===== config.mk =====
export PLATFORM = sky130hd
export DESIGN_NAME = alu_mul_seq
export DESIGN_NICKNAME = d
export VERILOG_FILES = /design/src/rtl/alu_mul_seq_pkg.sv /design/src/rtl/alu_mul_seq.sv
export SDC_FILE = /design/constraint.sdc
export NUM_CORES = 1
export LEC_CHECK = 0
export ABC_CLOCK_PERIOD_IN_PS = 2400
export BUFFER_PORTS_ARGS = -buffer_cell sky130_fd_sc_hd__buf_2
export CAP_MARGIN = 20
export CORE_MARGIN = 2
export CORE_UTILIZATION = 45
export DETAILED_ROUTE_END_ITERATION = 8
export MAX_ROUTING_LAYER = met4
export PLACE_DENSITY = 0.76
export SKIP_LAST_GASP = 1
export SYNTH_ARGS = -nofsm -noshare
export SYNTH_HDL_FRONTEND = slang
export SYNTH_SLANG_ARGS = --single-unit

===== constraint.sdc =====
create_clock -name clk -period 2.4 [get_ports clk]
set_input_delay 0.6 -clock clk [delete_from_list [all_inputs] [get_ports clk]]
set_output_delay 0.6 -clock clk [all_outputs]
set_load 0.005 [all_outputs]

===== src/rtl/alu_mul_seq_pkg.sv =====
// Shared definitions for the shift-and-add multiply sequencer that drives the alu port.
package alu_mul_seq_pkg;

  localparam int MUL_WIDTH = 8;

  typedef enum logic [3:0] {
    IDLE = 4'd0,
    SCAN = 4'd1,
    LDA  = 4'd2,
    SHF  = 4'd3,
    RDS  = 4'd4,
    LDA2 = 4'd5,
    LDB  = 4'd6,
    ADD  = 4'd7,
    RDR  = 4'd8,
    DONE = 4'd9
  } state_t;

endpackage


===== src/rtl/alu_mul_seq.sv =====
// Bus-master sequencer: unsigned 8x8 multiply (low byte + sticky carry) by issuing
// alu write/shift/add/read cycles and accumulating the partial products.
module alu_mul_seq
  import alu_mul_seq_pkg::*;
#(
  parameter int WIDTH = MUL_WIDTH
) (
  input  logic             clk,
  input  logic             rst,
  input  logic             start,
  input  logic [WIDTH-1:0] op_a,
  input  logic [WIDTH-1:0] op_b,
  output logic             busy,
  output logic             done,
  output logic [WIDTH-1:0] product,
  output logic             overflow,
  output logic [WIDTH-1:0] alu_bus_in,
  output logic             alu_rega_we,
  output logic             alu_regb_we,
  output logic             alu_out_en,
  output logic             alu_sub,
  output logic             alu_shift,
  output logic [2:0]       alu_shift_pos,
  input  logic [WIDTH-1:0] alu_bus_out,
  input  logic             alu_carry
);

  state_t           state;
  logic [WIDTH-1:0] a_q;
  logic [WIDTH-1:0] b_q;
  logic [WIDTH-1:0] acc;
  logic [WIDTH-1:0] tmp;
  logic [2:0]       idx;

  always_ff @(posedge clk) begin
    if (rst) begin
      state    <= IDLE;
      busy     <= 1'b0;
      done     <= 1'b0;
      product  <= '0;
      overflow <= 1'b0;
      a_q      <= '0;
      b_q      <= '0;
      acc      <= '0;
      tmp      <= '0;
      idx      <= '0;
    end else begin
      done <= 1'b0;
      case (state)
        IDLE: begin
          if (start) begin
            a_q      <= op_a;
            b_q      <= op_b;
            acc      <= '0;
            idx      <= '0;
            overflow <= 1'b0;
            busy     <= 1'b1;
            state    <= SCAN;
          end
        end
        SCAN: begin
          if (b_q[idx]) begin
            state <= LDA;
          end else if (idx == 3'd7) begin
            done  <= 1'b1;
            state <= DONE;
          end else begin
            idx <= idx + 3'd1;
          end
        end
        LDA:  state <= SHF;
        SHF:  state <= RDS;
        RDS: begin
          tmp      <= alu_bus_out;
          overflow <= overflow | alu_carry;
          state    <= LDA2;
        end
        LDA2: state <= LDB;
        LDB:  state <= ADD;
        ADD:  state <= RDR;
        RDR: begin
          acc      <= alu_bus_out;
          overflow <= overflow | alu_carry;
          if (idx == 3'd7) begin
            done  <= 1'b1;
            state <= DONE;
          end else begin
            idx   <= idx + 3'd1;
            state <= SCAN;
          end
        end
        DONE: begin
          product <= acc;
          busy    <= 1'b0;
          state   <= IDLE;
        end
        default: state <= IDLE;
      endcase
    end
  end

  // Control lines decode state only; reg_a and reg_b writes live in disjoint states.
  always_comb begin
    alu_bus_in    = '0;
    alu_rega_we   = 1'b0;
    alu_regb_we   = 1'b0;
    alu_out_en    = 1'b0;
    alu_sub       = 1'b0;
    alu_shift     = 1'b0;
    alu_shift_pos = '0;
    case (state)
      LDA: begin
        alu_rega_we = 1'b1;
        alu_bus_in  = a_q;
      end
      SHF: begin
        alu_shift     = 1'b1;
        alu_shift_pos = idx;
      end
      RDS:  alu_out_en = 1'b1;
      LDA2: begin
        alu_rega_we = 1'b1;
        alu_bus_in  = tmp;
      end
      LDB: begin
        alu_regb_we = 1'b1;
        alu_bus_in  = acc;
      end
      RDR:  alu_out_en = 1'b1;
      default: ;
    endcase
  end

endmodule


==> results.txt <==
----------------------------------------------------
[Cells and area]
  Final design area excluding fillers ... 2740 µm²
  Fill cell total of the finished layout ... 456
  Final layout net count ... 355
  Final cell utilization of the core ... 57.3%
  Most common cell after layout, fill and taps aside ... sky130_fd_sc_hd__nand2_1
  Ant diodes ... 0
  Proportion of layout cells with a drive suffix above 1 ... 26.7%
  Leading cell types in the layout, fill and taps excluded ... sky130_fd_sc_hd__nand2_1, sky130_fd_sc_hd__buf_2, sky130_fd_sc_hd__dfxtp_1, sky130_fd_sc_hd__a21oi_1, sky130_fd_sc_hd__nor2_1
  Syn-to-layout area delta ... 20.8%
  Post-layout instance count excluding filler cells ... 393

[Clock tree]
  Postcts setup bufs ... 0
  Total clock buffers created by CTS ... 5
  Number of buffers on the longest clock path ... 2
  Maximum level of the CTS H-tree ... 2
  Clock Root Buffer ... sky130_fd_sc_hd__clkbuf_8
  Total clock sinks ... 50
  Clock Latency Late Sink ... 0.31 ns
  Clock transition at the registers of the reported paths ... 0.09 ns
  Hold Buf Count CTS ... 0
  TritonCTS clock tree ... yes

[Synth]
  Sequential-to-total area share from yosys stat ... 44.1%
  Synthesized instance count ... 270
  Post-synthesis cell area ... 2270 µm²
  Share of flip-flops with an asynchronous set or reset ... 0%
  Count of warnings emitted by yosys ... 0
  Count of distinct cell types in the synthesized netlist ... 37
  Number of synthesized flops with an enable pin ... 0
  Synthesis-stage register bit count ... 50
  Net count after synthesis ... 300
  Primary flip-flop cell chosen by synthesis mapping ... sky130_fd_sc_hd__dfxtp_1
  Synthesized area per cell ... 8.41 µm²

[Min path]
  Class of the worst hold path ... register to register

[Drt]
  Remaining number of nets flagged by the antenna check after routing ... 0
  Wire length per cell after detailed routing ... 13.9 µm
  WL final ... 5470 µm
  Routed via count divided by cell count ... 5.35
  First drt pass iteration count ... 5
  Iteration-0 DRC count of the detailed router ... 148
  Residual DRC count ... 0
  Routed via count ... 2103

[STA]
  Setup total negative slack ... 0 ns
  Normalized max-slew margin ... 55.6%
  Worst clock skew ... 0.00931 ns
  Hold Fails Final Rpt ... 0
  Number of pins exceeding their max-slew limit in the final report ... 0
  Minimum clock period after layout ... 2.31 ns
  Final setup vio count ... 0
  Portion of the clock cycle consumed by the worst path in the final layout ... 96.2%
  Maximum achievable frequency ... 433 MHz
  Unrepaired setup endpoints after global routing ... false
  Worst slew pin tran ... 0.666 ns

[GRT]
  First-pass GRT wire length ... 8950 µm
  Global-route usage over all layers ... 21.4%
  Antenna violations before repair ... 0
  Overflow after GRT ... 0
  Number of global-route vias before repair ... 1999
  Largest net degree at the start of global routing ... 29

[Critical path]
  Gate family responsible for the most delay along the worst path ... flip-flops
  Arrival time worst endpoint ... 1.71 ns
  Worst-path fanout max ... 9
  Data required time at the worst endpoint ... 1.80 ns
  Nature of the critical path endpoint ... output pin
  Buffering stage count on the worst path with inverters included ... 3
  Worst-path cell chain ... nand2b_4 > nor2_1 > buf_4 > a222oi_1 > inv_1 > buf_2
  Highest-delay cell along the critical path ... sky130_fd_sc_hd__dfxtp_1
  Critical path type ... register to output pin
  Longest individual stage delay on the worst path ... 0.43 ns
  Kind of start point of the critical path ... register

[Floorplan]
  Die span in x ... 75.0 µm
  Row cnt ... 25
  Initial standard-cell utilization of the core ... 47.5%
  Area of the placeable core ... 4790 µm²
  Number of placed I/O pins ... 55
  Area enclosed by the die boundary ... 5630 µm²
  Die extent in y ... 75.0 µm

[Placement]
  DP Area ... 2620 µm²
  Detailed-placement wirelength estimate ... 3790 µm
  Global placement routability congestion ... 0.824
  Cell total after placement ... 385
  PortBufs ... 53

[Power and ir drop]
  Pleak ... 1.17 nW
  Pwr/cell area ... 558 nW/µm²
  Peak supply drop ... 0.344 mV

[Job]
  Maxcap violations ... 0

[Outcome]
  Result of the run ... complete, no violations

----------------------------------------------------
==> logic make-up (layout without fill, tap and decap cells) <==
kind of cell    after synthesis  after routing  share of synthesized area (%)
mux                          20             20                           10.3
other cells                   1              1                          0.165
fa+ha+maj                     2              2                           1.10
flops                        50             50                           44.1
simple gates                113            113                           22.2
buf+inv                      28             84                           5.79
xor+xnor                      1              1                          0.386
compound gates               55             55                           16.0
==> sequential cells by signal, indices dropped and copies added, names as in the netlist, 3 cells and up <==
| signal | flops |
|---|---|
| a_q | 8 |
| acc | 8 |
| b_q | 8 |
| product | 8 |
| tmp | 8 |
| state | 4 |
| idx | 3 |
==> worst min-delay path, delay by kind of cell, from the launching register on <==
kind	cells	cell delay, ns
compound gates	1	0.05
flops	1	0.32
simple gates	1	0.05
==> final timing paths <==
check                start             to  slack, ns  cells past startpoint
setup reg to reg    idx[0]         idx[2]       0.24                      4
hold reg to reg     a_q[5]         a_q[5]       0.46                      2
setup / recovery  state[2]  alu_bus_in[0]       0.09                      6
hold / removal      a_q[5]         a_q[5]       0.46                      2
==> metal layers <==
layer | routed length [µm] | global-route usage [%]
met5 | 0 | -
met4 | 142 | 8.53
met3 | 327 | 5.09
met2 | 2620 | 34.9
met1 | 2370 | 25.4
==> stage by stage <==
step | hold WS, ns | setup slack (ns) | power (W)
2_1_floorplan | 0.436 | 0.439 | 0.00101
3_3_place_gp | 0.442 | 0.0572 | 0.00106
3_5_place_dp | 0.450 | 0.0486 | 0.00106
4_1_cts | 0.463 | 0.0363 | 0.00153
5_1_grt | 0.481 | 0.0132 | 0.00160
6_report | 0.464 | 0.0903 | 0.00153
==> layout make-up <==
| cell class | instances | area [µm²] | area share (%) |
|---|---|---|---|
| Tap cell | 67 | 83.8 | 3.06 |
| Clock inverter | 2 | 13.8 | 0.502 |
| Timing Repair Buffer | 66 | 363 | 13.2 |
| Inverter | 10 | 37.5 | 1.37 |
| Sequential cell | 50 | 1000 | 36.5 |
| Multi-Input combinational cell | 192 | 1170 | 42.7 |
| Clock buffer | 6 | 72.6 | 2.65 |
==> cells in the mapped netlist, types with 2 or more instances <==
master / count / area [µm²]
sky130_fd_sc_hd__dfxtp_1: 50 / 1000
sky130_fd_sc_hd__nor3_1: 6 / 30.0
sky130_fd_sc_hd__inv_1: 10 / 37.5
sky130_fd_sc_hd__or2_2: 2 / 12.5
sky130_fd_sc_hd__a21o_1: 2 / 15.0
sky130_fd_sc_hd__buf_2: 6 / 30.0
sky130_fd_sc_hd__mux2i_1: 14 / 140
sky130_fd_sc_hd__mux2_1: 3 / 33.8
sky130_fd_sc_hd__a21oi_1: 37 / 185
sky130_fd_sc_hd__nor2_1: 16 / 60.1
sky130_fd_sc_hd__a222oi_1: 8 / 80.1
sky130_fd_sc_hd__nor4_1: 2 / 12.5
sky130_fd_sc_hd__buf_4: 3 / 22.5
sky130_fd_sc_hd__ha_1: 2 / 25.0
sky130_fd_sc_hd__and2_1: 3 / 18.8
sky130_fd_sc_hd__nand2_1: 62 / 233
sky130_fd_sc_hd__nand2b_1: 8 / 50.1
sky130_fd_sc_hd__nand3_1: 8 / 40.0
sky130_fd_sc_hd__clkbuf_1: 8 / 30.0
sky130_fd_sc_hd__nand3b_1: 2 / 15.0
sky130_fd_sc_hd__mux4_2: 2 / 45.0
==> power by group <==
part,switching (W),internal [W],total [W]
logic,0.0000957,0.0000767,0.000172
clock network,0.000278,0.000206,0.000484
registers,0.0000208,0.000854,0.000875
==> timing repair <==
action,4_1_cts,5_1_grt
resized for setup,2,7
pin swaps,0,2
setup endpoints to repair,9,8
No activity file was read; power rests on OpenSTA's default activity.
